===== src/rtl/pwm_bram_pkg.sv =====
// Shared constants and level-slicing helpers for the BRAM-fed PWM DAC.
package pwm_bram_pkg;

  localparam int LEVEL_WIDTH = 16;

  // Top pwm_width bits of the level: the per-period duty count.
  function automatic logic [LEVEL_WIDTH-1:0] duty(input logic [LEVEL_WIDTH-1:0] level,
                                                   input int pwm_width);
    return level >> (LEVEL_WIDTH - pwm_width);
  endfunction

  // Remaining low bits: the sub-LSB part fed to the sigma-delta accumulator.
  function automatic logic [LEVEL_WIDTH-1:0] frac(input logic [LEVEL_WIDTH-1:0] level,
                                                   input int pwm_width);
    return level & ((LEVEL_WIDTH'(1) << (LEVEL_WIDTH - pwm_width)) - LEVEL_WIDTH'(1));
  endfunction

endpackage


===== src/rtl/pwm_bram_channel.sv =====
// One PWM output: first-order sigma-delta on the fractional bits, reloaded once per period.
module pwm_bram_channel
  import pwm_bram_pkg::*;
#(
  parameter int PWM_WIDTH = 8
) (
  input  logic                   clk,
  input  logic                   rst,
  input  logic                   load,
  input  logic [PWM_WIDTH-1:0]   cnt_next,
  input  logic [LEVEL_WIDTH-1:0] level,
  output logic                   pwm
);

  localparam int FRAC_WIDTH = LEVEL_WIDTH - PWM_WIDTH;

  logic [PWM_WIDTH-1:0]  duty_v;
  logic [FRAC_WIDTH-1:0] frac_v;
  logic [FRAC_WIDTH-1:0] acc;
  logic [FRAC_WIDTH:0]   acc_sum;
  logic [PWM_WIDTH:0]    high;
  logic [PWM_WIDTH:0]    high_next;

  always_comb begin
    duty_v    = PWM_WIDTH'(duty(level, PWM_WIDTH));
    frac_v    = FRAC_WIDTH'(frac(level, PWM_WIDTH));
    acc_sum   = {1'b0, acc} + {1'b0, frac_v};
    high_next = high;
    if (load) begin
      high_next = {1'b0, duty_v} + {{PWM_WIDTH{1'b0}}, acc_sum[FRAC_WIDTH]};
    end
  end

  // high_next feeds the compare so the first clock of a new period already uses the new level.
  always_ff @(posedge clk or posedge rst) begin
    if (rst) begin
      acc  <= '0;
      high <= '0;
      pwm  <= 1'b0;
    end else begin
      if (load) begin
        acc <= acc_sum[FRAC_WIDTH-1:0];
      end
      high <= high_next;
      pwm  <= ({1'b0, cnt_next} < high_next);
    end
  end

endmodule


===== src/rtl/pwm_bram.sv =====
// Host-writable slow DAC: BRAM-port shadow levels drive one dithered PWM pin per channel.
module pwm_bram
  import pwm_bram_pkg::*;
#(
  parameter int CHANNELS   = 4,
  parameter int ADDR_WIDTH = 5,
  parameter int PWM_WIDTH  = 8
) (
  input  logic                   a_bram_clk,
  input  logic                   a_bram_rst,
  input  logic                   a_bram_en,
  input  logic [1:0]             a_bram_we,
  input  logic [ADDR_WIDTH-1:0]  a_bram_addr,
  input  logic [LEVEL_WIDTH-1:0] a_bram_wdata,
  output logic [LEVEL_WIDTH-1:0] a_bram_rdata,
  output logic [CHANNELS-1:0]    pwm_out,
  output logic                   period_sync
);

  localparam logic [PWM_WIDTH-1:0] CNT_MAX = '1;

  logic [LEVEL_WIDTH-1:0] shadow [CHANNELS];
  logic [PWM_WIDTH-1:0]   cnt;
  logic [PWM_WIDTH-1:0]   cnt_next;
  logic                   load;
  logic                   addr_hit;
  logic [LEVEL_WIDTH-1:0] rd_mux;

  assign cnt_next = cnt + 1'b1;
  assign load     = (cnt == CNT_MAX);

  always_comb begin
    addr_hit = 1'b0;
    rd_mux   = '0;
    for (int i = 0; i < CHANNELS; i++) begin
      if (a_bram_addr == ADDR_WIDTH'(i)) begin
        addr_hit = 1'b1;
        rd_mux   = shadow[i];
      end
    end
  end

  // Port protocol: every clock with en high is one access; en reads (1-cycle latency,
  // old data on same-address write), en with we!=0 additionally writes the selected byte lanes.
  always_ff @(posedge a_bram_clk or posedge a_bram_rst) begin
    if (a_bram_rst) begin
      for (int i = 0; i < CHANNELS; i++) begin
        shadow[i] <= '0;
      end
    end else if (a_bram_en && addr_hit) begin
      for (int i = 0; i < CHANNELS; i++) begin
        if (a_bram_addr == ADDR_WIDTH'(i)) begin
          if (a_bram_we[1]) shadow[i][15:8] <= a_bram_wdata[15:8];
          if (a_bram_we[0]) shadow[i][7:0]  <= a_bram_wdata[7:0];
        end
      end
    end
  end

  always_ff @(posedge a_bram_clk or posedge a_bram_rst) begin
    if (a_bram_rst) begin
      a_bram_rdata <= '0;
    end else if (a_bram_en) begin
      a_bram_rdata <= rd_mux;
    end
  end

  always_ff @(posedge a_bram_clk or posedge a_bram_rst) begin
    if (a_bram_rst) begin
      cnt         <= '0;
      period_sync <= 1'b0;
    end else begin
      cnt         <= cnt_next;
      period_sync <= load;
    end
  end

  for (genvar g = 0; g < CHANNELS; g++) begin : g_ch
    pwm_bram_channel #(
      .PWM_WIDTH(PWM_WIDTH)
    ) u_ch (
      .clk      (a_bram_clk),
      .rst      (a_bram_rst),
      .load     (load),
      .cnt_next (cnt_next),
      .level    (shadow[g]),
      .pwm      (pwm_out[g])
    );
  end

endmodule


===== config.mk =====
export PLATFORM = sky130hd
export DESIGN_NAME = pwm_bram
export DESIGN_NICKNAME = d
export VERILOG_FILES = /design/src/rtl/pwm_bram_pkg.sv /design/src/rtl/pwm_bram_channel.sv /design/src/rtl/pwm_bram.sv
export SDC_FILE = /design/constraint.sdc
export NUM_CORES = 1
export LEC_CHECK = 0
export BUFFER_PORTS_ARGS = -buffer_cell sky130_fd_sc_hd__buf_2
export CAP_MARGIN = 0
export CORE_ASPECT_RATIO = 0.8
export CORE_MARGIN = 2
export CORE_UTILIZATION = 50
export CTS_BUF_LIST = sky130_fd_sc_hd__clkbuf_2
export DETAILED_ROUTE_END_ITERATION = 8
export GPL_TIMING_DRIVEN = 0
export PLACE_DENSITY = 0.67
export SYNTH_ARGS = -nofsm -noshare
export SYNTH_HDL_FRONTEND = slang
export SYNTH_SLANG_ARGS = --single-unit

===== constraint.sdc =====
create_clock -name a_bram_clk -period 4.9 [get_ports a_bram_clk]
set_input_delay 0.245 -clock a_bram_clk [delete_from_list [all_inputs] [get_ports a_bram_clk]]
set_output_delay 0.245 -clock a_bram_clk [all_outputs]
set_load 0.01 [all_outputs]

; Word level (Yosys, flattened, before mapping)
; Index checks and enable logic that the tools add are counted.
[word_totals]
out_inout_bits = 21
input_bits = 26
wordCells = 62
register_bits = 161
[classes]
magnitude_cmp = 4
n_mux = 12
n_addsub = 9
n_reduce_logical = 10
eq_ne = 4
[op_table]
columns = operator, count
row1 = $mux 16, 4
row2 = $add 8x1->9, 4
row3 = $add 8x8->9, 4
row4 = $lt 8x9->1, 4
row5 = $mux 9, 4
row6 = $reduce_and 3->1, 8
row7 = $eq 5x2->1 const B, 2
row8 = $add 8x1->8 const B, 1
row9 = $eq 8x8->1 const B, 1
row10 = $eq 5x1->1 const B, 1
row11 = $logic_not 5->1, 1
row12 = $mux 1, 4
row13 = $logic_and 1x1->1, 1

; Depth between registers and ports, before layout
[logic_depth]
ltp_word = 7
mapped_depth = 19
mapped_depth_nobuf = 19

; Modules after synthesis
; From an unflattened synthesis, not the netlist that was laid out.
[hier_totals]
cells_unflattened = 804
area_unflattened_um2 = 9130.0
[by_module_without_submodules]
columns = mod, cells_per_inst, instances, seq_area_each_um2, area_per_inst_um2
row1 = pwm_bram, 265, 1, 2227.1, 3882.5
row2 = pwm_bram_channel at g_ch[3].u_ch, 138, 1, 450.4, 1335.0
row3 = pwm_bram_channel at g_ch[2].u_ch, 134, 1, 450.4, 1306.3
row4 = pwm_bram_channel at g_ch[0].u_ch, 135, 1, 450.4, 1305.0
row5 = pwm_bram_channel at g_ch[1].u_ch, 132, 1, 450.4, 1301.2

; Worst setup path after synthesis
; Ideal clock, no wire load.
[synth_timing]
path_kind = reg2reg
start = register g_ch[0].u_ch.acc[0]
end = register g_ch[0].u_ch.pwm
t_arrival_ps = 3718
path_stages_with_launch = 18
setup_ps = 133
required_time_ps = 4767
setup_slack_ps = 1049
synth_period_minus_slack_ps = 3851
n_path_buf = 0
path_cell_list = dfrtp_1 -> ha_1 -> fa_1 -> a21o_1 -> a311o_1 -> a21oi_1 -> o21bai_1 -> a21o_1 -> ha_1 -> ha_1 -> and3_1 -> nand3_1 -> xor2_1 -> a21o_1 -> ha_1 -> nand3_1 -> a2111oi_0 -> o21bai_1
[synth_via]
elab_chain_len = 4
[synth_rtl]
columns = item, line_no
row1 = "start, declared", pwm_bram_channel.sv:19  ; logic [FRAC_WIDTH-1:0] acc;
row2 = "start signal, assigned", pwm_bram_channel.sv:42  ; acc <= acc_sum[FRAC_WIDTH-1:0];
row3 = $add 8x8->9, pwm_bram_channel.sv:27  ; acc_sum = {1'b0, acc} + {1'b0, frac_v};
row4 = $add 8x1->9, pwm_bram_channel.sv:30  ; high_next = {1'b0, duty_v} + {{PWM_WIDTH{1'b0}}, acc_sum[FRAC_WIDTH]};
row5 = $mux 9, pwm_bram_channel.sv:29  ; if (load) begin
row6 = $lt 8x9->1, pwm_bram_channel.sv:45  ; pwm <= ({1'b0, cnt_next} < high_next);
row7 = "end signal, assigned", pwm_bram_channel.sv:45
row8 = "end, declared", pwm_bram_channel.sv:12  ; output logic pwm
; No other way between the ends.
; A chain may end at the register's enable or synchronous reset.

; Final worst setup path
[layout_timing]
start = register shadow[48] (netlist bit)
end = register g_ch[0].u_ch.pwm
[layout_via]
elab_chain_len = 4
[layout_rtl]
columns = item, line_no
row1 = "start, declared", pwm_bram.sv:22  ; logic [LEVEL_WIDTH-1:0] shadow [CHANNELS];
row2 = "start signal, assigned by index", pwm_bram.sv:53  ; if (a_bram_we[1]) shadow[i][15:8] <= a_bram_wdata[15:8];
row3 = "start signal, assigned by index", pwm_bram.sv:54  ; if (a_bram_we[0]) shadow[i][7:0] <= a_bram_wdata[7:0];
row4 = $add 8x8->9, pwm_bram_channel.sv:27
row5 = $add 8x1->9, pwm_bram_channel.sv:30
row6 = $mux 9, pwm_bram_channel.sv:29
row7 = $lt 8x9->1, pwm_bram_channel.sv:45
; No other way between the ends.

==> metrics.cfg <==
[sta]
timing.hold.ws_ps=146
period_share_pct=89.6
max_slew.worst_pin.slew_ps=786
clock_skew_ps=40.0
slew_violations=0
rsz0062_at_grt=false
fin_crit_ps=4390
finalHoldViolations=0
setup-violations-final=0
max_freq_ghz=0.228
timing.setup.tns_ps=0
slew_headroom_pct=47.6

[setup_path]
crit_path_start_kind=flop
critPathCaptureType=flop
path_class=reg2reg
cp_data_arrival_time_ps=5050
worstPathRequired_ps=5560
path_max_fanout=3

[routing]
finalWirelength_mm=20.7
wl_per_cell_microns=18.4
drc=0
ant_nets=0
via_per_inst=5.54
first_pass_iters=5
drtIter0Drc=426
dr_total_vias=6249

[clock_tree]
htreeDepth=4
clock-sinks=161
cts_buffers=17
clkTransAtPathRegs_ps=250
worstSkewPairLatency_ps=770
postCtsHoldBufs=19
root_buffer=clkbuf_2
postCtsSetupRepairBufs=0
cts_tree=done
cts_resized=0
cts_max_path_buffers=2

[synth]
syn-cell-area_sq_um=8720
syn_avg_cell_area_sq_um=10.9
synth-seq-cells=161
synth_nets=903
netlist-cell-type-count=42
netlist_instances=804
synth-seq-area-share_pct=46.2
yosysWarningCount=0

[global_routing]
grt_max_degree=116
grt_pass1_wl_mm=32.9
grt_pass1_vias=5950
grt-ovfl-total=0
antenna_found_initial=1
grt_usage_pct=23.8

[power_and_ir_drop]
share_comb_of_total_power_pct=11.3
cellLeakagePower_uw=0.00489
irDropWorstVdd_v=0.000126
pwr-share-clk_pct=27.3
powerDensity_nw_per_um2=248
p_int_uw=1700
switching_share_pct=29.1
seqPwrFrac_pct=61.4
p_switching_uw=698

[cells_and_area]
drive_above_1_share_pct=19.9
final_nets=987
final_cell_mix=161 x dfrtp_1, 87 x nand2_1, 76 x mux2_2, 72 x o21ai_0, 69 x ha_1
layout_commonest_cell=dfrtp_1
area_growth_pct=10.8

[worst_hold_path]
hold_class=in2reg

[floorplan]
top_level_ports=47
core_area_sq_um=17200
die_area_sq_um=18500
die_y_microns=122
die_w_microns=152
num_rows=43
initial_core_util_pct=50.7

[place]
numPortBuffers=45
place_congestion=0.838
place_hpwl_mm=15.5

[flow_run]
max_cap_violations=0

[status]
status=finished clean

-- final timing paths --
kind	to	depth (start not counted)	slack [ps]	startpoint
worst max-delay path	g_ch[0].u_ch.pwm	17	510	shadow[48]
worst min register to register	g_ch[3].u_ch.acc[0]	2	520	g_ch[3].u_ch.acc[0]
max in group asynchronous	period_sync	5	3410	a_bram_rst
worst min-delay path	a_bram_rdata[12]	6	150	a_bram_addr[2]
worst max register to register	g_ch[0].u_ch.pwm	17	510	shadow[48]
min in group asynchronous	shadow[16]	4	570	a_bram_rst
-- layout make-up --
cell class              instances  area [sq um]
clock buffers                  17          85.1
diodes                          1          2.50
clock inverters                15           121
flip-flops and latches        161          4030
multi-input cells             568          4390
plain buffers                  30           139
fillers                      1519          7550
well taps                     225           282
repair buffers                 65           443
inverters                      45           179
-- metal layers --
metal	vias up	GRT usage, %	wire length (microns)
met4	0	5.27	227
met3	18	5.32	1090
met1	3043	37.3	10800
li1	3035	-	-
met2	153	33.6	8610
met5	-	0	0
-- critical path, stage by stage, from the launching register on --
cell       delay [ps]
dfrtp_1           450
ha_1              240
fa_1              410
a21o_1            210
a311o_1           340
a21oi_1           240
o21bai_1          110
a21o_1            210
ha_1              230
ha_1              220
and3_1            210
nand3_1           130
xor2_1             90
a21o_1            200
ha_1              300
nand3_1           100
a2111oi_0         470
o21bai_1          130
-- registers in the layout (all words and copies together) (netlist names) --
name,flops
g_ch.u_ch.pwm,4
g_ch.u_ch.high,36
shadow,64
a_bram_rdata,16
cnt,8
period_sync,1
g_ch.u_ch.acc,32
-- kinds of logic (layout without fill, tap and decap cells) --
family          after synthesis  after routing  synth area share, %
compound gates              185            185                 13.5
simple gates                162            162                 8.23
flops                       161            161                 46.2
mux                          98             98                 12.7
buf+inv                      75            172                 3.56
fa+ha+maj                    73             73                 10.8
xor+xnor                     50             50                 5.02
other cells                   0              1                    0
-- through the flow --
| step | instance area [sq um] | worst slack, ps | instances | power, uW | util [%] |
|---|---|---|---|---|---|
| after global routing | 9670 | 267 | 1127 | 2510 | 56.1 |
| after floorplan | 8720 | 307 | 804 | 1640 | - |
| after global placement | 9230 | -1630 | 1074 | 1740 | 53.6 |
| after detailed placement | 9270 | 664 | 1075 | 1750 | 53.8 |
| after CTS | 9660 | 587 | 1126 | 2420 | 56.1 |
| final | 9670 | 509 | 1127 | 2400 | 56.1 |
-- Yosys cell counts --
library cell	count	share of area [%]
a2111oi_0	3	0.30
a2111oi_2	1	0.17
a211oi_1	12	1.0
a21o_1	22	1.9
a21oi_1	34	2.0
a22oi_1	7	0.60
a311o_1	4	0.46
a32o_1	3	0.34
and2_1	4	0.29
and3_1	9	0.65
and4_1	1	0.10
and4_4	1	0.13
buf_1	1	0.043
buf_2	9	0.52
buf_4	4	0.34
clkbuf_1	16	0.69
dfrtp_1	161	46
fa_1	4	0.92
ha_1	69	9.9
inv_1	44	1.9
inv_4	1	0.072
mux2_1	1	0.13
mux2_2	76	9.8
mux2_4	1	0.17
mux2i_1	18	2.1
mux4_2	2	0.52
nand2_1	87	3.7
nand2b_1	1	0.072
nand3_1	21	1.2
nand4_1	1	0.072
nand4_4	1	0.24
nor2_1	29	1.2
nor2b_1	2	0.14
nor3_1	1	0.057
nor4_1	4	0.29
o211ai_1	7	0.60
o21ai_0	72	4.1
o21bai_1	12	1.0
o221a_2	7	0.90
o31ai_1	1	0.086
xnor2_1	25	2.5
xor2_1	25	2.5
-- power by group through the flow --
stage | combinational, uW | sequential, uW | clock, uW
floorplan | 178 | 1470 | 0
global placement | 250 | 1490 | 0
detailed placement | 258 | 1490 | 0
CTS | 271 | 1470 | 675
global route | 300 | 1480 | 725
finish | 270 | 1470 | 655
Note: power is estimated with default switching activity, not from simulation.
